`config.mk`:
```
export PLATFORM = sky130hd
export DESIGN_NAME = addsub_seq
export DESIGN_NICKNAME = d
export VERILOG_FILES = /design/src/rtl/alu_pkg.sv /design/src/rtl/addsub_chk.sv /design/src/rtl/addsub_chunk.sv /design/src/rtl/addsub_seq.sv
export SDC_FILE = /design/constraint.sdc
export NUM_CORES = 1
export LEC_CHECK = 0
export ABC_AREA = 1
export BUFFER_PORTS_ARGS = -buffer_cell sky130_fd_sc_hd__buf_2
export CORE_MARGIN = 2
export CORE_UTILIZATION = 52
export CTS_BUF_LIST = sky130_fd_sc_hd__clkbuf_8 sky130_fd_sc_hd__clkbuf_16
export DETAILED_ROUTE_END_ITERATION = 10
export PLACE_DENSITY = 0.75
export SKIP_CTS_REPAIR_TIMING = 1
export SLEW_MARGIN = 20
export SYNTH_ARGS = -nofsm -noshare
export SYNTH_HDL_FRONTEND = slang
export SYNTH_HIERARCHICAL = 1
export SYNTH_SLANG_ARGS = --single-unit
```
`constraint.sdc`:
```
create_clock -name clk -period 8 [get_ports clk]
set_input_delay 0.8 -clock clk [delete_from_list [all_inputs] [get_ports clk]]
set_output_delay 0.8 -clock clk [all_outputs]
set_load 0.02 [all_outputs]
```
`src/rtl/alu_pkg.sv`:
```
// Shared execute-stage ALU definitions: operation codes and the add/subtract
// sequencer state encoding.
package alu_pkg;

   localparam logic ALU_ADD = 1'b0;
   localparam logic ALU_SUB = 1'b1;

   typedef enum logic [1:0] {
      ST_IDLE = 2'b00,
      ST_RUN  = 2'b01,
      ST_DONE = 2'b10
   } alu_state_e;

endpackage

```
`src/rtl/addsub_chk.sv`:
```
// Checker: the sign-based overflow and the carry-based overflow
// (msb_cin ^ cout) must agree on every final chunk.
module addsub_chk (
   input logic clk,
   input logic rst,
   input logic en,
   input logic ovf_sign,
   input logic ovf_carry
);

   a_ovf_agree: assert property (@(posedge clk) disable iff (rst)
      en |-> (ovf_sign == ovf_carry));

endmodule

```
`src/rtl/addsub_chunk.sv`:
```
// Combinational CHUNK-bit adder slice with carry in/out and the carry into
// its most significant bit.
module addsub_chunk #(
   parameter int CHUNK = 16
) (
   input  logic [CHUNK-1:0] x,
   input  logic [CHUNK-1:0] y,
   input  logic             cin,
   output logic [CHUNK-1:0] s,
   output logic             cout,
   output logic             msb_cin
);

   // Slice sum; the MSB carry-in is recovered from the MSB sum bit.
   always_comb begin
      {cout, s} = {1'b0, x} + {1'b0, y} + {{CHUNK{1'b0}}, cin};
      msb_cin   = x[CHUNK-1] ^ y[CHUNK-1] ^ s[CHUNK-1];
   end

endmodule

```
`src/rtl/addsub_seq.sv`:
```
// Multi-cycle signed add/subtract unit: CHUNK bits per cycle through a
// registered carry, valid/ready on both sides, Y86 condition-code flags.
module addsub_seq
   import alu_pkg::*;
#(
   parameter int WIDTH = 64,
   parameter int CHUNK = 16
) (
   input  logic             clk,
   input  logic             rst,
   input  logic             in_valid,
   output logic             in_ready,
   input  logic             op,
   input  logic [WIDTH-1:0] a,
   input  logic [WIDTH-1:0] b,
   output logic             out_valid,
   input  logic             out_ready,
   output logic [WIDTH-1:0] out,
   output logic             overflow,
   output logic             carry,
   output logic             zero,
   output logic             sign
);

   localparam int NCHUNK = WIDTH / CHUNK;
   localparam int IDXW   = (NCHUNK > 1) ? $clog2(NCHUNK) : 1;
   localparam logic [IDXW-1:0] LAST_IDX = IDXW'(NCHUNK - 1);

   alu_state_e       state_r;
   alu_state_e       state_nxt_s;
   logic [WIDTH-1:0] a_r;
   logic [WIDTH-1:0] b_r;
   logic [WIDTH-1:0] res_r;
   logic [WIDTH-1:0] res_nxt_s;
   logic [WIDTH-1:0] out_r;
   logic [IDXW-1:0]  idx_r;
   logic             c_r;
   logic             ovf_r;
   logic             carry_r;
   logic             zero_r;
   logic             sign_r;
   logic             out_valid_r;
   logic [CHUNK-1:0] x_s;
   logic [CHUNK-1:0] y_s;
   logic [CHUNK-1:0] sum_s;
   logic             cout_s;
   logic             msb_cin_s;
   logic             accept_s;
   logic             last_s;
   logic             ovf_s;

   assign in_ready = (state_r == ST_IDLE) && !rst;
   assign accept_s = in_valid && in_ready;
   assign last_s   = (state_r == ST_RUN) && (idx_r == LAST_IDX);

   assign x_s = a_r[int'(idx_r) * CHUNK +: CHUNK];
   assign y_s = b_r[int'(idx_r) * CHUNK +: CHUNK];

   addsub_chunk #(.CHUNK(CHUNK)) u_chunk (
      .x       (x_s),
      .y       (y_s),
      .cin     (c_r),
      .s       (sum_s),
      .cout    (cout_s),
      .msb_cin (msb_cin_s)
   );

   // b_r already holds the inverted subtrahend, so this covers add and subtract.
   assign ovf_s = (a_r[WIDTH-1] == b_r[WIDTH-1]) && (sum_s[CHUNK-1] != a_r[WIDTH-1]);

   addsub_chk u_chk (
      .clk       (clk),
      .rst       (rst),
      .en        (last_s),
      .ovf_sign  (ovf_s),
      .ovf_carry (msb_cin_s ^ cout_s)
   );

   // Result with the current chunk merged in; the full value on the last chunk.
   always_comb begin
      res_nxt_s = res_r;
      res_nxt_s[int'(idx_r) * CHUNK +: CHUNK] = sum_s;
   end

   // Next-state logic.
   always_comb begin
      state_nxt_s = state_r;
      case (state_r)
         ST_IDLE: if (accept_s) state_nxt_s = ST_RUN;
                  else          state_nxt_s = ST_IDLE;
         ST_RUN:  if (idx_r == LAST_IDX) state_nxt_s = ST_DONE;
                  else                   state_nxt_s = ST_RUN;
         ST_DONE: if (out_ready) state_nxt_s = ST_IDLE;
                  else           state_nxt_s = ST_DONE;
         default: state_nxt_s = ST_IDLE;
      endcase
   end

   // State register.
   always_ff @(posedge clk or posedge rst) begin
      if (rst) state_r <= ST_IDLE;
      else     state_r <= state_nxt_s;
   end

   // Operand capture, chunk iteration and result/flag registers.
   always_ff @(posedge clk or posedge rst) begin
      if (rst) begin
         a_r         <= {WIDTH{1'b0}};
         b_r         <= {WIDTH{1'b0}};
         res_r       <= {WIDTH{1'b0}};
         out_r       <= {WIDTH{1'b0}};
         idx_r       <= {IDXW{1'b0}};
         c_r         <= 1'b0;
         ovf_r       <= 1'b0;
         carry_r     <= 1'b0;
         zero_r      <= 1'b0;
         sign_r      <= 1'b0;
         out_valid_r <= 1'b0;
      end else begin
         case (state_r)
            ST_IDLE: begin
               if (accept_s) begin
                  a_r   <= a;
                  b_r   <= (op == ALU_SUB) ? ~b : b;
                  c_r   <= (op == ALU_SUB);
                  idx_r <= {IDXW{1'b0}};
               end
            end
            ST_RUN: begin
               res_r <= res_nxt_s;
               c_r   <= cout_s;
               idx_r <= idx_r + IDXW'(1);
               if (last_s) begin
                  out_r       <= res_nxt_s;
                  carry_r     <= cout_s;
                  ovf_r       <= ovf_s;
                  zero_r      <= (res_nxt_s == {WIDTH{1'b0}});
                  sign_r      <= res_nxt_s[WIDTH-1];
                  out_valid_r <= 1'b1;
               end
            end
            ST_DONE: begin
               if (out_ready) out_valid_r <= 1'b0;
            end
            default: begin
               out_valid_r <= 1'b0;
            end
         endcase
      end
   end

   assign out       = out_r;
   assign overflow  = ovf_r;
   assign carry     = carry_r;
   assign zero      = zero_r;
   assign sign      = sign_r;
   assign out_valid = out_valid_r;

endmodule
```
# ---- Yosys cells after proc, flatten, opt, wreduce, memory -nomap -nowiden
# Index checks and enable logic that the tools add are counted.
# Widths: inputs -> output; s select.
dict set report totals {
  reg_bits 266
  inputBits 133
  out_inout_bits 70
  elab_cells 55
}
dict set report classes {
  n_addsub 4
  eq_ne 8
  shift 4
  mux 13
  bitwise_logic 2
  reduce_logical 12
}
# cell n
set ops {}
lappend ops {{$shiftx 64x7->16} 2}
lappend ops {{$bwmux 64} 1}
lappend ops {{$logic_not 64->1} 1}
lappend ops {{$mux 64} 1}
lappend ops {{$not 64->64} 1}
lappend ops {{$shift 16x33->64 const A} 1}
lappend ops {{$shiftx 16x33->64} 1}
lappend ops {{$neg 6->33} 1}
lappend ops {{$add 16x16->17} 1}
lappend ops {{$add 17x1->17} 1}
lappend ops {{$mux 2} 3}
lappend ops {{$ne 2x2->1 const B} 3}
lappend ops {{$pmux 2 s3} 1}
lappend ops {{$reduce_and 2->1} 3}
lappend ops {{$eq 2x2->1 const B} 2}
lappend ops {{$logic_and 1x1->1} 4}
lappend ops {{$mux 1} 4}
lappend ops {{$pmux 2 s2} 1}
lappend ops {{$pmux 1 s3} 1}
lappend ops {{$reduce_and 3->1} 1}
lappend ops {{$add 2x1->2 const B} 1}
lappend ops {{$eq 2x1->1 const B} 1}
lappend ops {{$logic_not 2->1} 1}
lappend ops {{$pmux 1 s2} 1}
lappend ops {{other kinds (5)} 5}

# ---- Longest topological paths before layout
dict set report logic_depth {
  depth_word 6
  depth_mapped 26
  depth_no_buf 23
}

# ---- Hierarchy
# The synthesis kept the hierarchy.
# module n_inst cells_each area_each_um2
set by_module_without_submodules {}
lappend by_module_without_submodules {addsub_seq 1 1541 12475.7}
lappend by_module_without_submodules {addsub_chunk 1 184 967.2}

# ---- Least setup slack after synthesis
# OpenSTA, ideal clock, no wires.
dict set report synth_timing {
  path_type {reg2reg}
  startpoint {reg idx_r[0]}
  endpoint {reg zero_r (netlist: zero)}
  arrival_ns 3.277
  required_time_ns 7.935
  setup_slack_ns 4.658
  stages_incl_launch_ff 25
  synth_period_minus_slack_ns 3.342
  path_cell_list {dfrtp_1 > buf_4 > clkbuf_1 > clkbuf_1 > o21ai_0 > o22ai_1 > fa_1 > fa_1 > nand2_1 > nand2_1 > nand3b_1 > nand2_1 > nand2_1 > nand2_1 > nand2_1 > nand2_1 > nand3_1 > nor2_1 > a21oi_1 > nand2_1 > nor2_1 > nand2_1 > nor2_1 > nand3_1 > nand2_1}
}
dict set report synth_between {
  elab_chain_cells 6
  elab_cells_between_ends 12
  cone_classes {add/sub (3); eq/ne (1); shift (4); mux (1); reduce/logical (3)}
}
# item line
set synth_lines {}
lappend synth_lines {{start, declared} addsub_seq.sv:36} ;# logic [IDXW-1:0] idx_r;
lappend synth_lines {{start signal, assigned} addsub_seq.sv:112} ;# idx_r <= {IDXW{1'b0}};
lappend synth_lines {{start signal, assigned} addsub_seq.sv:126} ;# idx_r <= {IDXW{1'b0}};
lappend synth_lines {{start signal, assigned} addsub_seq.sv:132} ;# idx_r <= idx_r + IDXW'(1);
lappend synth_lines {{$shiftx 64x7->16} addsub_seq.sv:57} ;# assign y_s = b_r[int'(idx_r) * CHUNK +: CHUNK];
lappend synth_lines {{net y_s[0]} addsub_seq.sv:44} ;# logic [CHUNK-1:0] y_s;
lappend synth_lines {{$add 16x16->17} addsub_chunk.sv:16} ;# {cout, s} = {1'b0, x} + {1'b0, y} + {{CHUNK{1'b0}}, cin};
lappend synth_lines {{$add 17x1->17} addsub_chunk.sv:16}
lappend synth_lines {{net sum_s[14]} addsub_seq.sv:45} ;# logic [CHUNK-1:0] sum_s;
lappend synth_lines {{$shiftx 16x33->64} addsub_seq.sv:82} ;# res_nxt_s[int'(idx_r) * CHUNK +: CHUNK] = sum_s;
lappend synth_lines {{$bwmux 64} addsub_seq.sv:82}
lappend synth_lines {{$logic_not 64->1} addsub_seq.sv:137} ;# zero_r <= (res_nxt_s == {WIDTH{1'b0}});
lappend synth_lines {{end signal, assigned} addsub_seq.sv:137}
lappend synth_lines {{end, declared} addsub_seq.sv:40} ;# logic zero_r;
# The timed path passes the listed nets, and every way through them passes these cells.
# A chain may end at the register's enable or synchronous reset.

# ---- Worst setup path after layout
# Ends and elaborated chain as after synthesis.

==> impl_metrics.ini <==
[status]
status = finished, final reports clean

[min_path]
hp-start = a[13]
hold_end = a_r[13]
hold_path_class = input pin to flop
hold_path_depth = 3

[synth]
async_flop_share_pct = 100
yosysTopAreaCellShare_pct = 49.3
ys.flop_type = dfrtp_1
synth_edf_count = 0
syn_area_per_cell_um2 = 7.79
synth_common_cells = nand2_1 (667), dfrtp_1 (265), o21ai_0 (187)
synth.top_cells.by_area = dfrtp_1 (49%), nand2_1 (19%), o21ai_0 (7.0%)
yosysUniqueCellTypes = 36
synth_seq_cells = 265
yosysSeqAreaShare_pct = 49.3
syn_inst = 1725
synth.most_common_cell = nand2_1
syn_area_mm2 = 0.0134
yosysTopAreaCell = dfrtp_1
yosys_warnings = 6
synth_fp_nets = 1881

[global_route]
grt_max_degree = 127
grt_pass1_vias = 11414
antenna_found_initial = 0
gr-total-overflow = 0
grt_pass1_wl_um = 58800
grtUsageTotal_pct = 27.7

[routing]
viasPerCell = 5.38
vias = 11941
drt_iter0_markers = 1042
first_pass_iters = 5
routed.top_layer = met4
wl_met2_um = 17800
wl_met3_um = 2330
antenna_left = 0
routed_wl_um = 37400
drc = 0
post_drt_wl_per_cell_um = 16.9
wl_met1_um = 15400

[floorplan]
start_util_pct = 53.2
die_y_um = 165
num_rows = 58
die_w_um = 165
fp.coreArea_mm2 = 0.0253
die-area_mm2 = 0.0272
io_pins = 203

[power]
peakVddDrop_mv = 0.258
switching_power_w = 0.00386
power_leakage_nw = 8.03
powerDensity_mw_per_mm2 = 501
p_comb_share_pct = 54.5
clock_power_share_pct = 16.3
intPower_w = 0.00385
switching_share_pct = 50.1
share_seq_of_total_power_pct = 29.2

[clock_network]
clk_latency_ns = 0.55
cts_tree = yes
clock-root-buffer = clkbuf_16
clkSinkCount = 265
cts_made_buffers = 28
cts_htree_levels = 1
cts_buffer_depth = 3
path_clk_slew_ns = 0.06

[critical_path]
crit_path_end_kind = flop
r2r-start = idx_r[0]
crit_path_start_kind = flop
cp_data_arrival_time_ns = 4.97
reg2regPathDepth = 20
critPathKind = flop to flop
required_ns = 8.44
reg2reg_to = zero
r2r_slack_ns = 3.48
path_max_fanout = 71

[timing]
worst_pin_slew_ns = 1.03
skew_ns = 0.0174
rsz0062_at_grt = no
fmax_mhz = 221
maxSlewHeadroom_pct = 31.2
setup_violations = 0
finalCriticalPeriod_ns = 4.52
slew_viol_final = 0
hold_violations = 0
finalSetupTns_ns = 0
period_share_pct = 56.6

[place]
dp.final_hpwl_um = 26500
postPlaceCellArea_mm2 = 0.0145
io_buffers = 202
gp_congestion = 0.937

[layout]
syn_to_final_growth_pct = 14.5
nets = 2026
drive_above_1_share_pct = 16.7
postLayoutCellArea_mm2 = 0.0154
num_antenna_cells = 0

[run]
max-cap-violations = 0
per-layer routing:
layer / track usage [%] / up-vias
met2: 46.3 / 472
met1: 36.3 / 5587
met3: 3.34 / 115
met4: 12.8 / 0
li1: - / 5767
met5: 0 / -
worst max-delay path: stages (launching register included):
cell	delay, ns
dfrtp_2	0.86
inv_2	0.04
buf_4	0.35
o21ai_0	0.23
o22ai_1	0.13
fa_1	0.51
fa_1	0.43
nand2_1	0.13
nand2_1	0.07
nand3b_1	0.09
nand2_1	0.11
xor2_1	0.50
nand3_1	0.18
o21ai_1	0.36
nor2_1	0.08
nand2_1	0.07
nor2_1	0.04
nand2_1	0.05
nor2_1	0.04
nand3_1	0.07
nand2_1	0.05
cells by family after synthesis:
kind of cell,after synthesis,synth area share (%)
buffers and inverters,187,5.97
flip-flops,265,49.3
adder cells (fa/ha/maj),23,2.25
XOR/XNOR,71,4.63
AO/OA/AOI/OAI,301,12.1
AND/OR/NAND/NOR,878,25.7
placed cells by master, fill, tap and decap left out, types with 16 or more instances in the layout:
| cell | instances |
|---|---|
| inv_1 | 76 |
| buf_2 | 201 |
| o21ai_1 | 40 |
| nand3_1 | 46 |
| o22ai_1 | 36 |
| xnor2_1 | 65 |
| dfrtp_1 | 264 |
| clkbuf_16 | 29 |
| inv_2 | 16 |
| nor2_1 | 135 |
| ha_1 | 21 |
| nand2_1 | 666 |
| o21ai_0 | 187 |
stage by stage:
| stage | cells | worst slack (ns) | power, W | utilization, % | hold slack [ns] |
|---|---|---|---|---|---|
| 2_1_floorplan | 1725 | 3.70 | 0.00510 | - | 0.444 |
| 3_3_place_gp | 2170 | 3.62 | 0.00633 | 57.4 | 0.454 |
| 3_5_place_dp | 2170 | 3.54 | 0.00640 | 57.4 | 0.459 |
| 4_1_cts | 2220 | 3.53 | 0.00768 | 60.9 | 0.436 |
| 5_1_grt | 2220 | 3.23 | 0.00825 | 61.0 | 0.445 |
| 6_report | 2220 | 3.48 | 0.00771 | 61.0 | 0.445 |
cell type report:
class,instances,area [um2]
Sequential cell,265,6630
Tap cell,330,413
Clock inverter,15,81.3
Inverter,89,339
Clock buffer,35,808
Timing Repair Buffer,213,1100
Fill cell,2324,9860
Multi-Input combinational cell,1273,6020
power by group through the flow:
stage | Combinational (W) | Clock, W | Sequential [W]
6_report | 0.00420 | 0.00126 | 0.00225
5_1_grt | 0.00463 | 0.00132 | 0.00231
4_1_cts | 0.00416 | 0.00127 | 0.00225
3_5_place_dp | 0.00414 | 0 | 0.00226
3_3_place_gp | 0.00408 | 0 | 0.00225
2_1_floorplan | 0.00280 | 0 | 0.00229
state kept, by name, indices dropped and copies added, names as in the netlist:
signal     flops
overflow       1
carry          1
idx_r          2
zero           1
c_r            1
state_r        2
res_r         64
a_r           64
out_valid      1
b_r           64
out           64
how the worst max path moves through the flow:
stage             start  endpoint  cells after the start
3_3_place_gp   idx_r[0]      zero                     20
4_1_cts        idx_r[0]      zero                     20
5_1_grt        idx_r[0]      zero                     20
6_report       idx_r[0]      zero                     20
2_1_floorplan       rst    a_r[0]                      1
3_5_place_dp   idx_r[0]      zero                     20
Note: power is estimated with default switching activity, not from simulation.
